<file path="config.mk">
export PLATFORM = sky130hd
export DESIGN_NAME = hist_bin_sequencer_flat
export DESIGN_NICKNAME = d
export VERILOG_FILES = /design/src/rtl/hist_bin_sequencer_pkg.sv /design/src/rtl/hist_bin_sequencer_if.sv /design/src/rtl/hist_bin_port_mux.sv /design/src/rtl/hist_bin_sequencer.sv /design/src/flat_wrapper.sv
export SDC_FILE = /design/constraint.sdc
export NUM_CORES = 1
export LEC_CHECK = 0
export BUFFER_PORTS_ARGS = -buffer_cell sky130_fd_sc_hd__clkbuf_2
export CAP_MARGIN = 20
export CORE_MARGIN = 1
export CORE_UTILIZATION = 36
export DETAILED_ROUTE_END_ITERATION = 16
export GPL_ROUTABILITY_DRIVEN = 1
export PLACE_DENSITY = 0.72
export SLEW_MARGIN = 10
export SYNTH_ARGS = -nofsm -noshare
export SYNTH_HDL_FRONTEND = slang
export SYNTH_SLANG_ARGS = --single-unit
</file>
<file path="constraint.sdc">
create_clock -name clk -period 2.3 [get_ports clk]
set_input_delay 0.115 -clock clk [delete_from_list [all_inputs] [get_ports clk]]
set_output_delay 0.115 -clock clk [all_outputs]
set_load 0.005 [all_outputs]
</file>
<file path="src/rtl/hist_bin_sequencer_pkg.sv">
// Shared types and defaults for the histogram bin sequencer: state encoding,
// default geometry and the bin RAM read latency the drain path is built around.
package hist_pkg;

  typedef enum logic [2:0] {
    ST_IDLE,
    ST_CLEAR,
    ST_RUN,
    ST_D_REQ,
    ST_D_CAP,
    ST_D_OUT
  } state_t;

  localparam int DEF_NUM_BINS = 256;
  localparam int DEF_BIN_AW   = 8;
  localparam int DEF_BIN_DW   = 32;

  // D_REQ -> D_CAP spacing assumes the RAM returns data one cycle after the address.
  localparam int RAM_RD_LAT = 1;

endpackage

</file>
<file path="src/rtl/hist_bin_sequencer_if.sv">
// Ready/valid stream carrying drained bin counts with their index and last flag.
interface hist_bin_sequencer_if
  import hist_pkg::*;
#(
  parameter int BIN_AW = DEF_BIN_AW,
  parameter int BIN_DW = DEF_BIN_DW
) ();

  logic              out_valid;
  logic              out_ready;
  logic [BIN_DW-1:0] out_data;
  logic [BIN_AW-1:0] out_bin;
  logic              out_last;

  modport master (
    output out_valid,
    output out_data,
    output out_bin,
    output out_last,
    input  out_ready
  );

  modport slave (
    input  out_valid,
    input  out_data,
    input  out_bin,
    input  out_last,
    output out_ready
  );

endinterface

</file>
<file path="src/rtl/hist_bin_port_mux.sv">
// Steers the single bin RAM port between the clear engine, the kernel and the
// drain engine, selected purely by the sequencer state.
module hist_bin_port_mux
  import hist_pkg::*;
#(
  parameter int BIN_AW = DEF_BIN_AW,
  parameter int BIN_DW = DEF_BIN_DW
) (
  input  state_t            state,
  input  logic [BIN_AW-1:0] idx,
  input  logic [BIN_AW-1:0] k_raddr,
  input  logic [BIN_AW-1:0] k_waddr,
  input  logic [BIN_DW-1:0] k_wdata,
  input  logic              k_wen,
  output logic [BIN_AW-1:0] bin_raddr,
  output logic [BIN_AW-1:0] bin_waddr,
  output logic [BIN_DW-1:0] bin_wdata,
  output logic              bin_wen
);

  always_comb begin
    bin_raddr = idx;
    bin_waddr = idx;
    bin_wdata = '0;
    bin_wen   = 1'b0;
    case (state)
      ST_CLEAR: bin_wen = 1'b1;
      ST_RUN: begin
        bin_raddr = k_raddr;
        bin_waddr = k_waddr;
        bin_wdata = k_wdata;
        bin_wen   = k_wen;
      end
      default: ;
    endcase
  end

endmodule

</file>
<file path="src/rtl/hist_bin_sequencer.sv">
// Job sequencer for the histogram kernel: clear bins, run kernel, drain counts.
// Optional RUN-phase watchdog enabled by defining HIST_WDOG_EN.
module hist_bin_sequencer
  import hist_pkg::*;
#(
  parameter int NUM_BINS    = DEF_NUM_BINS,
  parameter int BIN_AW      = DEF_BIN_AW,
  parameter int BIN_DW      = DEF_BIN_DW,
  parameter int WDOG_CYCLES = 65536
) (
  input  logic              clk,
  input  logic              rst,
  input  logic              start,
  input  logic              abort,
  output logic              busy,
  output logic              done,
  output logic              err,
  output logic              kernel_rst,
  input  logic              kernel_valid,
  input  logic [BIN_AW-1:0] k_raddr,
  input  logic [BIN_AW-1:0] k_waddr,
  input  logic [BIN_DW-1:0] k_wdata,
  input  logic              k_wen,
  output logic [BIN_DW-1:0] k_rdata,
  output logic [BIN_AW-1:0] bin_raddr,
  output logic [BIN_AW-1:0] bin_waddr,
  output logic [BIN_DW-1:0] bin_wdata,
  output logic              bin_wen,
  input  logic [BIN_DW-1:0] bin_rdata,
  hist_bin_sequencer_if.master drain
);

  // One extra index bit so a full 2**BIN_AW sweep ends without wrapping to 0.
  localparam logic [BIN_AW:0] LAST_IDX = (BIN_AW+1)'(NUM_BINS - 1);
  localparam logic [BIN_AW:0] IDX_ONE  = (BIN_AW+1)'(1);

  state_t            state_reg;
  logic [BIN_AW:0]   idx_reg;
  logic              kernel_rst_reg;
  logic              busy_reg;
  logic              done_reg;
  logic              valid_reg;
  logic              last_reg;
  logic [BIN_DW-1:0] data_reg;
  logic [BIN_AW-1:0] bin_reg;

`ifdef HIST_WDOG_EN
  localparam int              WDOG_W    = $clog2(WDOG_CYCLES + 1);
  localparam logic [WDOG_W-1:0] WDOG_LAST = WDOG_W'(WDOG_CYCLES - 1);
  localparam logic [WDOG_W-1:0] WDOG_ONE  = WDOG_W'(1);
  logic [WDOG_W-1:0] wdog_reg;
  logic              err_reg;
`endif

  always_ff @(posedge clk) begin
    if (rst) begin
      state_reg      <= ST_IDLE;
      idx_reg        <= '0;
      kernel_rst_reg <= 1'b1;
      busy_reg       <= 1'b0;
      done_reg       <= 1'b0;
      valid_reg      <= 1'b0;
      last_reg       <= 1'b0;
      data_reg       <= '0;
      bin_reg        <= '0;
`ifdef HIST_WDOG_EN
      wdog_reg       <= '0;
      err_reg        <= 1'b0;
`endif
    end else begin
      done_reg <= 1'b0;
      if (abort) begin
        state_reg      <= ST_IDLE;
        kernel_rst_reg <= 1'b1;
        busy_reg       <= 1'b0;
        valid_reg      <= 1'b0;
        last_reg       <= 1'b0;
      end else begin
        case (state_reg)
          ST_IDLE: begin
            if (start) begin
              state_reg <= ST_CLEAR;
              idx_reg   <= '0;
              busy_reg  <= 1'b1;
`ifdef HIST_WDOG_EN
              err_reg   <= 1'b0;
`endif
            end
          end
          ST_CLEAR: begin
            idx_reg <= idx_reg + IDX_ONE;
            if (idx_reg == LAST_IDX) begin
              state_reg      <= ST_RUN;
              kernel_rst_reg <= 1'b0;
`ifdef HIST_WDOG_EN
              wdog_reg       <= '0;
`endif
            end
          end
          ST_RUN: begin
            if (kernel_valid) begin
              state_reg      <= ST_D_REQ;
              idx_reg        <= '0;
              kernel_rst_reg <= 1'b1;
            end
`ifdef HIST_WDOG_EN
            else if (wdog_reg == WDOG_LAST) begin
              state_reg      <= ST_IDLE;
              kernel_rst_reg <= 1'b1;
              busy_reg       <= 1'b0;
              err_reg        <= 1'b1;
            end else begin
              wdog_reg <= wdog_reg + WDOG_ONE;
            end
`endif
          end
          ST_D_REQ: state_reg <= ST_D_CAP;
          ST_D_CAP: begin
            data_reg  <= bin_rdata;
            bin_reg   <= idx_reg[BIN_AW-1:0];
            last_reg  <= (idx_reg == LAST_IDX);
            valid_reg <= 1'b1;
            state_reg <= ST_D_OUT;
          end
          ST_D_OUT: begin
            if (drain.out_ready) begin
              valid_reg <= 1'b0;
              last_reg  <= 1'b0;
              if (last_reg) begin
                done_reg  <= 1'b1;
                busy_reg  <= 1'b0;
                state_reg <= ST_IDLE;
              end else begin
                idx_reg   <= idx_reg + IDX_ONE;
                state_reg <= ST_D_REQ;
              end
            end
          end
          default: state_reg <= ST_IDLE;
        endcase
      end
    end
  end

  hist_bin_port_mux #(
    .BIN_AW (BIN_AW),
    .BIN_DW (BIN_DW)
  ) u_port_mux (
    .state     (state_reg),
    .idx       (idx_reg[BIN_AW-1:0]),
    .k_raddr   (k_raddr),
    .k_waddr   (k_waddr),
    .k_wdata   (k_wdata),
    .k_wen     (k_wen),
    .bin_raddr (bin_raddr),
    .bin_waddr (bin_waddr),
    .bin_wdata (bin_wdata),
    .bin_wen   (bin_wen)
  );

  assign k_rdata         = bin_rdata;
  assign busy            = busy_reg;
  assign done            = done_reg;
  assign kernel_rst      = kernel_rst_reg;
  assign drain.out_valid = valid_reg;
  assign drain.out_data  = data_reg;
  assign drain.out_bin   = bin_reg;
  assign drain.out_last  = last_reg;
`ifdef HIST_WDOG_EN
  assign err = err_reg;
`else
  assign err = 1'b0;
`endif

endmodule

</file>
<file path="src/flat_wrapper.sv">
// flat-port wrapper written by rule: the top's interface ports become plain ports
module hist_bin_sequencer_flat import hist_pkg::*;
#(
  parameter int NUM_BINS    = DEF_NUM_BINS,
  parameter int BIN_AW      = DEF_BIN_AW,
  parameter int BIN_DW      = DEF_BIN_DW,
  parameter int WDOG_CYCLES = 65536
)
  (clk, rst, start, abort, busy, done, err, kernel_rst, kernel_valid, k_raddr, k_waddr, k_wdata, k_wen, k_rdata, bin_raddr, bin_waddr, bin_wdata, bin_wen, bin_rdata, drain_out_valid, drain_out_data, drain_out_bin, drain_out_last, drain_out_ready);
  hist_bin_sequencer_if #(.BIN_AW(BIN_AW), .BIN_DW(BIN_DW)) drain_i ();
  input  logic clk;
  input  logic rst;
  input  logic start;
  input  logic abort;
  output logic busy;
  output logic done;
  output logic err;
  output logic kernel_rst;
  input  logic kernel_valid;
  input  logic [BIN_AW-1:0] k_raddr;
  input  logic [BIN_AW-1:0] k_waddr;
  input  logic [BIN_DW-1:0] k_wdata;
  input  logic k_wen;
  output logic [BIN_DW-1:0] k_rdata;
  output logic [BIN_AW-1:0] bin_raddr;
  output logic [BIN_AW-1:0] bin_waddr;
  output logic [BIN_DW-1:0] bin_wdata;
  output logic bin_wen;
  input  logic [BIN_DW-1:0] bin_rdata;
  output wire logic [$bits(drain_i.out_valid)-1:0] drain_out_valid;
  output wire logic [$bits(drain_i.out_data)-1:0] drain_out_data;
  output wire logic [$bits(drain_i.out_bin)-1:0] drain_out_bin;
  output wire logic [$bits(drain_i.out_last)-1:0] drain_out_last;
  input wire logic [$bits(drain_i.out_ready)-1:0] drain_out_ready;
  assign drain_out_valid = drain_i.out_valid;
  assign drain_out_data = drain_i.out_data;
  assign drain_out_bin = drain_i.out_bin;
  assign drain_out_last = drain_i.out_last;
  assign drain_i.out_ready = drain_out_ready;
  hist_bin_sequencer #(.NUM_BINS(NUM_BINS), .BIN_AW(BIN_AW), .BIN_DW(BIN_DW), .WDOG_CYCLES(WDOG_CYCLES)) u_core (.clk(clk), .rst(rst), .start(start), .abort(abort), .busy(busy), .done(done), .err(err), .kernel_rst(kernel_rst), .kernel_valid(kernel_valid), .k_raddr(k_raddr), .k_waddr(k_waddr), .k_wdata(k_wdata), .k_wen(k_wen), .k_rdata(k_rdata), .bin_raddr(bin_raddr), .bin_waddr(bin_waddr), .bin_wdata(bin_wdata), .bin_wen(bin_wen), .bin_rdata(bin_rdata), .drain(drain_i));
endmodule
</file>
==> impl_metrics.json <==
{
  "die_height_um": 93.7,
  "largest_register_ffs": 32,
  "grt_pass1_vias": 2861,
  "globalRouteOverflowTotal": 0,
  "cts_made_buffers": 9,
  "wirelength_um": 8600,
  "ant_nets": 0,
  "grt_max_degree": 50,
  "clock_skew_ns": 0.0109,
  "utilization_pct": 51.3,
  "critPathRequiredTime_ns": 2.18,
  "n_antenna_cell": 0,
  "drt_pre_antenna_iters": 6,
  "hp-class": "input pin to flip-flop",
  "fin_tns_setup_ns": 0,
  "synth_top_area_share_pct": 37.7,
  "drv_cap": 0,
  "yosysTopAreaCell": "dfxtp_1",
  "grt_pass1_wl_um": 13200,
  "fillers": 822,
  "drive_gt1_share_pct": 41.1,
  "hold_violations": 0,
  "fp-row-count": 33,
  "ys.flop_type": "dfxtp_1",
  "netlist_area_um2": 3030,
  "routabilityCongestion": 0.860,
  "grt_use_total_pct": 19.2,
  "vias_per_cell": 4.72,
  "hold_slack_ns": 0.0182,
  "syn_nets": 499,
  "min_period_over_period_pct": 89.1,
  "start_util_pct": 37.0,
  "crit_type": "flip-flop to primary output",
  "worst_ep_arrival_time_ns": 1.93,
  "min_period_ns": 2.05,
  "timing.fmax_ghz": 0.488,
  "path_delay_family": "simple AND/OR/NAND/NOR gates",
  "yosysUniqueCellTypes": 43,
  "nNetsFinal": 678,
  "syn_inst": 410,
  "antenna_found_initial": 0,
  "cpPeakStageDelay_ns": 0.64,
  "cp_max_fo": 16,
  "vias": 3294,
  "status": "finished, final reports clean",
  "max_slew.worst_pin.slew_ns": 0.526,
  "cts_max_path_buffers": 2,
  "dpl.hpwl_um": 6520,
  "yosysSeqAreaShare_pct": 37.7,
  "setup_viol_count_final": 0,
  "ys_warn_count": 0,
  "cts.repair.resized": 0,
  "cts.sinks": 57,
  "synth-edff-count": 0,
  "design.die.area_um2": 8780,
  "core_um2": 8180,
  "maxSlewHeadroom_pct": 64.9,
  "ctsHtreeMaxLevel": 3,
  "cp_slowest_cell": "dfxtp_1",
  "final_max_slew_viol_count": 0,
  "end_kind": "primary output",
  "critical_path_buf_inv_count": 1,
  "peakVddDrop_mv": 0.235,
  "die_w_um": 93.7,
  "critPathLaunchType": "flip-flop",
  "crit_chain": "or3b_2 > nand2_1 > nand2_1 > clkbuf_2",
  "synth_area_per_cell_um2": 7.39,
  "clock_latency_ns": 0.33,
  "leakagePower_nw": 2.03,
  "clkSlewWorstSetupHoldPaths_ns": 0.06,
  "root_buffer": "clkbuf_8",
  "postSynth.asyncResetShare_pct": 0,
  "path_common_cell": "nand2_1",
  "drc_errors": 0,
  "powerDensity_nw_per_um2": 527,
  "drtIter0Drc": 52,
  "cts_tree": "done",
  "synthTopCellsByArea": "dfxtp_1 38%, nand2_1 16%, buf_4 8.4%",
  "grt_setup_unrepaired": "false",
  "syn_to_final_growth_pct": 38.6,
  "wl_per_cell_um": 12.3,
  "ys_ff_latch": 57,
  "port-buffer-count": 212,
  "io_pins": 214
}
[through the flow]
step / std cells / setup slack [ns] / area (um^2) / power, mW
floorplan: 410 / 0.531 / 3030 / 1.14
global placement: 676 / 0.421 / 3910 / 1.23
detailed placement: 676 / 0.333 / 3910 / 1.23
CTS: 698 / 0.244 / 4200 / 2.24
global route: 698 / 0.0290 / 4200 / 2.32
finish: 698 / 0.251 / 4200 / 2.21
[power by group]
group | switching (mW) | total, mW | internal, mW
Sequential | 0.00982 | 1.00 | 0.991
Combinational | 0.104 | 0.220 | 0.116
Clock | 0.381 | 0.992 | 0.611
[cell type report]
class,count,area [um^2],share of cell area (%)
multi-input combinational,290,1500,35.7
timing repair buffer,228,1200,28.6
sequential,57,1140,27.2
clock buffer,13,179,4.26
tap,105,131,3.13
clock inverter,2,35.0,0.835
inverter,3,11.3,0.268
[tightest hold or removal path, stage by stage]
cell	delay (ns)
clkbuf_2	0.09
nand2_1	0.05
a21oi_1	0.05
[what timing repair did]
action	in CTS	in global routing
endpoints found under the hold margin	7	0
setup buffers	0	0
hold buffers	7	0
[final timing paths]
check	from	to	slack, ns	cells after the start
min	bin_rdata[26]	u_core.drain.out_data[26]	0.02	3
min reg2reg	u_core.drain.out_data[6]	u_core.drain.out_data[6]	0.45	2
max	u_core.state_reg[1]	bin_waddr[6]	0.25	4
max reg2reg	u_core.state_reg[0]	u_core.idx_reg[5]	0.29	4
[cell families (layout without fill, tap and decap cells)]
group | count (synthesis) | in the layout | synth area share, %
AO/OA/AOI/OAI | 83 | 83 | 16.9
adder cells (fa/ha/maj) | 2 | 2 | 0.826
buffers and inverters | 63 | 246 | 13.3
flip-flops | 57 | 57 | 37.7
multiplexers | 2 | 2 | 0.702
other | 1 | 1 | 0.124
AND/OR/NAND/NOR | 202 | 202 | 30.5
[per-layer routing]
layer  track usage (%)  vias up  part of all wire (%)
li1                  -     1675                     -
met1              21.1     1464                    40
met2              35.5      146                    51
met3              5.66        9                   7.3
met4              5.64        0                   1.0
met5                 0        -                     0
[cells in the mapped netlist (2+ instances only)]
cell,instances
nand2_1,133
dfxtp_1,57
a21oi_1,48
buf_4,34
and2_1,33
clkbuf_1,16
o21ai_0,13
nand2b_1,8
nor2_1,8
buf_2,6
a31oi_1,4
buf_6,4
nand3_1,4
nor3_1,4
a211oi_1,3
inv_1,3
a2111oi_0,2
a21boi_0,2
a221o_1,2
ha_1,2
nand3b_1,2
[layout by cell type, fill, tap and decap left out, types with 2 or more instances in the layout]
cell / count
a31oi_1: 4
nand2_1: 133
dfxtp_1: 57
clkbuf_2: 212
nor3_1: 4
inv_1: 3
nand3_1: 4
and2_1: 33
a21oi_1: 48
a221o_1: 2
o21ai_0: 13
a21boi_0: 2
ha_1: 2
a211oi_1: 3
dlygate4sd3_1: 7
buf_4: 9
nand2b_1: 8
a2111oi_0: 2
nor2_1: 8
clkbuf_8: 13
nand3b_1: 2
(Power assumes the default switching activity.)
